`src/rtl/fwd_defs.sv`:
```
// Shared definitions for the forwarding scoreboard: bypass select encoding
// and the select-width helper.
package fwd_defs;

    localparam int FWD_RF  = 0;
    localparam int FWD_MEM = 1;
    localparam int FWD_WB  = 2;

    // One code per tracked stage plus the register-file code.
    function automatic int sel_width(input int depth);
        return (depth < 1) ? 1 : $clog2(depth + 1);
    endfunction

endpackage

```
`src/rtl/fwd_match.sv`:
```
// Priority match of one source operand against the in-flight writer entries.
// Also flags a hit on a load still sitting in the youngest entry.
module fwd_match
    import fwd_defs::*;
#(
    parameter int DEPTH = 3,
    parameter int RA_W  = 5,
    parameter int SEL_W = sel_width(DEPTH)
) (
    input  logic [RA_W-1:0]       src_addr,
    input  logic                  src_used,
    input  logic [DEPTH-1:0]      ent_valid,
    input  logic [DEPTH*RA_W-1:0] ent_dst,
    input  logic                  ent0_is_load,
    output logic [SEL_W-1:0]      sel,
    output logic                  load_hit
);

    logic src_live;

    assign src_live = src_used && (src_addr != '0);

    // Scan oldest to youngest so the youngest match is the last one written.
    always_comb begin
        sel = SEL_W'(FWD_RF);
        for (int i = DEPTH - 1; i >= 0; i--) begin
            if (src_live && ent_valid[i] && (ent_dst[i*RA_W +: RA_W] == src_addr)) begin
                sel = SEL_W'(i + 1);
            end
        end
    end

    assign load_hit = ent0_is_load && (sel == SEL_W'(FWD_MEM));

endmodule

```
`src/rtl/fwd_scoreboard.sv`:
```
// Writer scoreboard downstream of EX: produces per-source bypass selects,
// the load-use stall request and a saturating stall-cycle counter.
module fwd_scoreboard
    import fwd_defs::*;
#(
    parameter int DEPTH = 3,
    parameter int NSRC  = 2,
    parameter int RA_W  = 5,
    parameter int CNT_W = 16,
    localparam int SEL_W = sel_width(DEPTH)
) (
    input  logic                  i_clk,
    input  logic                  i_rst,
    input  logic                  i_hold,
    input  logic                  i_flush,
    input  logic                  i_ex_wr_en,
    input  logic [RA_W-1:0]       i_ex_dst,
    input  logic                  i_ex_is_load,
    input  logic [NSRC*RA_W-1:0]  i_src_addr,
    input  logic [NSRC-1:0]       i_src_used,
    output logic [NSRC*SEL_W-1:0] o_fwd_sel,
    output logic                  o_stall,
    output logic [CNT_W-1:0]      o_stall_cnt
);

    logic [DEPTH-1:0]      ent_valid;
    logic [DEPTH-1:0]      ent_is_load;
    logic [DEPTH*RA_W-1:0] ent_dst;
    logic [NSRC-1:0]       load_hit;
    logic                  stall;
    logic                  ex_valid;
    logic [CNT_W-1:0]      stall_cnt;

    for (genvar k = 0; k < NSRC; k++) begin : g_src
        fwd_match #(
            .DEPTH (DEPTH),
            .RA_W  (RA_W),
            .SEL_W (SEL_W)
        ) u_match (
            .src_addr     (i_src_addr[k*RA_W +: RA_W]),
            .src_used     (i_src_used[k]),
            .ent_valid    (ent_valid),
            .ent_dst      (ent_dst),
            .ent0_is_load (ent_is_load[0]),
            .sel          (o_fwd_sel[k*SEL_W +: SEL_W]),
            .load_hit     (load_hit[k])
        );
    end

    // A killed EX instruction cannot stall anything, so flush masks the request.
    assign stall    = (|load_hit) && !i_flush;
    assign ex_valid = i_ex_wr_en && !i_flush && !stall;

    always_ff @(posedge i_clk) begin
        if (i_rst) begin
            ent_valid   <= '0;
            ent_is_load <= '0;
            stall_cnt   <= '0;
        end else if (!i_hold) begin
            for (int i = 1; i < DEPTH; i++) begin
                ent_valid[i]              <= ent_valid[i-1];
                ent_is_load[i]            <= ent_is_load[i-1];
                ent_dst[i*RA_W +: RA_W]   <= ent_dst[(i-1)*RA_W +: RA_W];
            end
            ent_valid[0]      <= ex_valid;
            ent_is_load[0]    <= i_ex_is_load;
            ent_dst[0 +: RA_W] <= i_ex_dst;
            if (stall && (stall_cnt != '1)) begin
                stall_cnt <= stall_cnt + 1'b1;
            end
        end
    end

    assign o_stall     = stall;
    assign o_stall_cnt = stall_cnt;

endmodule

```
`config.mk`:
```
export PLATFORM = sky130hd
export DESIGN_NAME = fwd_scoreboard
export DESIGN_NICKNAME = d
export VERILOG_FILES = /design/src/rtl/fwd_defs.sv /design/src/rtl/fwd_match.sv /design/src/rtl/fwd_scoreboard.sv
export SDC_FILE = /design/constraint.sdc
export NUM_CORES = 1
export LEC_CHECK = 0
export BUFFER_PORTS_ARGS = -buffer_cell sky130_fd_sc_hd__buf_2
export CORE_AREA = 2 2 62 70
export DETAILED_ROUTE_END_ITERATION = 16
export DIE_AREA = 0 0 64 72
export PLACE_DENSITY = 0.84
export SYNTH_ARGS = -nofsm -noshare
export SYNTH_HDL_FRONTEND = slang
export SYNTH_SLANG_ARGS = --single-unit
```
`constraint.sdc`:
```
create_clock -name i_clk -period 2.4 [get_ports i_clk]
set_clock_uncertainty 0.1 [all_clocks]
set_input_delay 0.48 -clock i_clk [delete_from_list [all_inputs] [get_ports i_clk]]
set_output_delay 0.48 -clock i_clk [all_outputs]
set_load 0.005 [all_outputs]
```
==> run metrics <==
worst-path fanout max=27; Die H=72 um; Worst EP arrival=2530 ps; met3 routed WL=199 um; CTS Sinks=35; period utilization=101%; TritonCTS clock tree=built; Via density=5.43; Cell variety after synth=30; register area=851 um^2; final core occ=61.6%; Hold Vio Cnt, Final=0; Worst EP required=2510 ps; Crit Path Category=reg -> reg; clock-pin slew on the worst setup and hold paths=70 ps; antenna violations before repair=0; hpwl dp=3060 um; Post-Syn Area=1840 um^2; met2 WL=2080 um; CP cell instances=xnor2_2 -> nand4_1 -> nor3_4 -> buf_4 -> o21ai_4 -> buf_12 -> or4_1 -> a21oi_1; register bit total from synthesis=35; Max Root-Sink Buffers=2; Slew Limit Fails=0; fmax=0.413 GHz; register area share after synthesis=46.3%; worst vdd ir=0.000291 V; share of cells above drive strength 1=33.3%; commonest non-fill, non-tap cell in the layout=buf_2; failing checks=setup timing; core area=3870 um^2; Pwr Total=1.19 mW; GRT overflow=0; H-Tree Depth=2; vias in the first global route=1,584; DIE WIDTH=64 um; Reg-to-Reg Start=ent_dst[1]; top layer in use=met4; DRT met1 WL=1920 um; insertion delay of the later-clocked pin in the worst-skew pair=280 ps; post-DR wirelength/cell=14.4 um; Tightest Pin Transition=386 ps; first-pass iteration count of the detailed router=5; num rows=24; worst r2r dst=o_stall_cnt[9]; Net Count, Synth=206; Total GRT Usage=19.6%; root buf cell=clkbuf_8; Slew HR=74.3%; Num CTS Buffers=5; routed vias=1,633; DRC viols=0; initial core utilization=47.4%; number of max-cap violations=0; final setup fails=2; CP Launch Point=ent_dst[1]; Cell Pwr Density=497 nW/um^2; global-route wire length before repair=7010 um; worst r2r path cells=8; Critical Path Max Stage Delay=500 ps; Leakage Power=0.919 nW; # fillers=307; RSZ-0062 raised after global routing=yes; largest net degree at the start of global routing=28; Post-DRT Antenna Nets=0; CP Capture Point=o_stall_cnt[9]; Multi-input gate area=993 um^2; Hold Path Class=in -> reg; Syn-to-layout area delta=30.0%; n_diodes=0; Syn Area/Cell=10.1 um^2; Synth warnings=0; Syn Inst Count=182; CP endpoint kind=flip-flop; Total Wirelength=4330 um; Die Area=4610 um^2; R2R Setup Slk=-20 ps; status=complete, but fails checks; Final WS setup=-20.7 ps; routability cong.=0.859; Critical Path Start Type=flip-flop; most frequent cells in the layout=buf_2, dfxtp_1, buf_4; Critical-path top delay cell=or4_1; Port Buffers=43; Iter 0 DRT Violations=74; # IOs=44; Final #Nets=272; fin crit period=2420 ps; # hold bufs at CTS=0
critical path, delay by kind of cell, from the launching register on:
| kind | cells | cell delay, ps |
|---|---|---|
| xor+xnor | 1 | 200 |
| flops | 1 | 470 |
| compound gates | 2 | 210 |
| simple gates | 3 | 1040 |
| buf+inv | 2 | 330 |
power breakdown:
part | switching (mW) | total (mW) | internal [mW] | leakage [nW]
clock | 0.204 | 0.407 | 0.203 | 0.0412
sequential | 0.0137 | 0.649 | 0.636 | 0.302
combinational | 0.0660 | 0.130 | 0.0636 | 0.575
total | 0.284 | 1.19 | 0.902 | 0.919
flip-flops by register name (all words and copies together) (netlist names):
signal	cells
o_stall_cnt	16
ent_dst	15
ent_is_load	1
ent_valid	3
synth_stat cells:
cell	count	share of area [%]
a211oi_1	2	0.82
a21oi_1	14	3.8
buf_12	1	1.1
buf_6	1	0.61
clkbuf_1	3	0.61
dfxtp_1	20	22
edfxtp_1	15	25
ha_1	1	0.68
inv_1	2	0.41
mux2i_1	4	2.2
nand2_1	9	1.8
nand3_1	10	2.7
nand4_1	8	2.7
nand4b_1	1	0.48
nor2_1	15	3.1
nor3_2	2	1.1
nor3b_1	2	0.82
nor4_1	4	1.4
o211ai_1	1	0.41
o21ai_1	10	2.7
o21ai_2	1	0.48
o21ai_4	2	1.8
o31ai_1	5	2.0
or2_1	2	0.68
or3_1	7	2.4
or4_1	6	2.5
or4_4	1	0.61
or4b_1	1	0.54
xnor2_1	14	6.7
xor2_1	18	8.6
cell families after synthesis:
logic type	Yosys count	share of synthesized area, %
and+or+nand+nor	68	20.8
AOI/OAI and AO/OA	35	12.1
DFF	35	46.3
xor gates and xnor gates	32	15.3
buffers and inverters	7	2.72
muxes	4	2.18
adders and majority gates	1	0.681
what timing repair did:
action                                  4_1_cts  5_1_grt
gates cloned                                  0        0
pin swaps                                     2        7
endpoints found under the setup margin        4        9
setup buffers                                 2        2
resized for setup                             4        5
area by class of cell:
class | count | area share, %
clock buffer | 6 | 3.04
clock inverter | 2 | 0.524
inverter | 2 | 0.314
multi-input combinational | 140 | 41.6
sequential | 35 | 35.6
tap | 52 | 2.73
timing repair buffer | 64 | 16.1
how the worst min path moves through the flow:
stage | start | endpoint | slack (ps) | cells past startpoint
6_report | i_ex_dst[4] | ent_dst[4] | 280 | 1
4_1_cts | i_ex_dst[4] | ent_dst[4] | 270 | 1
3_5_place_dp | o_stall_cnt[9] | o_stall_cnt[9] | 390 | 2
5_1_grt | i_ex_dst[4] | ent_dst[4] | 260 | 1
2_1_floorplan | ent_valid[0] | ent_valid[0] | 360 | 2
3_3_place_gp | o_stall_cnt[9] | o_stall_cnt[9] | 380 | 2
per-layer routing:
| metal | track usage [%] | vias to the layer above |
|---|---|---|
| met3 | 4.03 | 13 |
| met2 | 31.5 | 56 |
| met4 | 11.4 | 0 |
| li1 | - | 810 |
| met5 | 0 | - |
| met1 | 24.4 | 754 |
through the flow:
| step | worst slack [ps] | std cells | TNS, ps | cell area (um^2) | hold WS, ps |
|---|---|---|---|---|---|
| floorplan | 234 | 182 | 0 | 1840 | 363 |
| global placement | -15.9 | 289 | -15.9 | 2210 | 380 |
| detailed placement | -58.6 | 289 | -132 | 2210 | 390 |
| CTS | -15.0 | 299 | -15.0 | 2340 | 270 |
| global route | -130 | 301 | -717 | 2390 | 264 |
| finish | -20.7 | 301 | -38.8 | 2390 | 279 |
No activity file was read; power rests on OpenSTA's default activity.
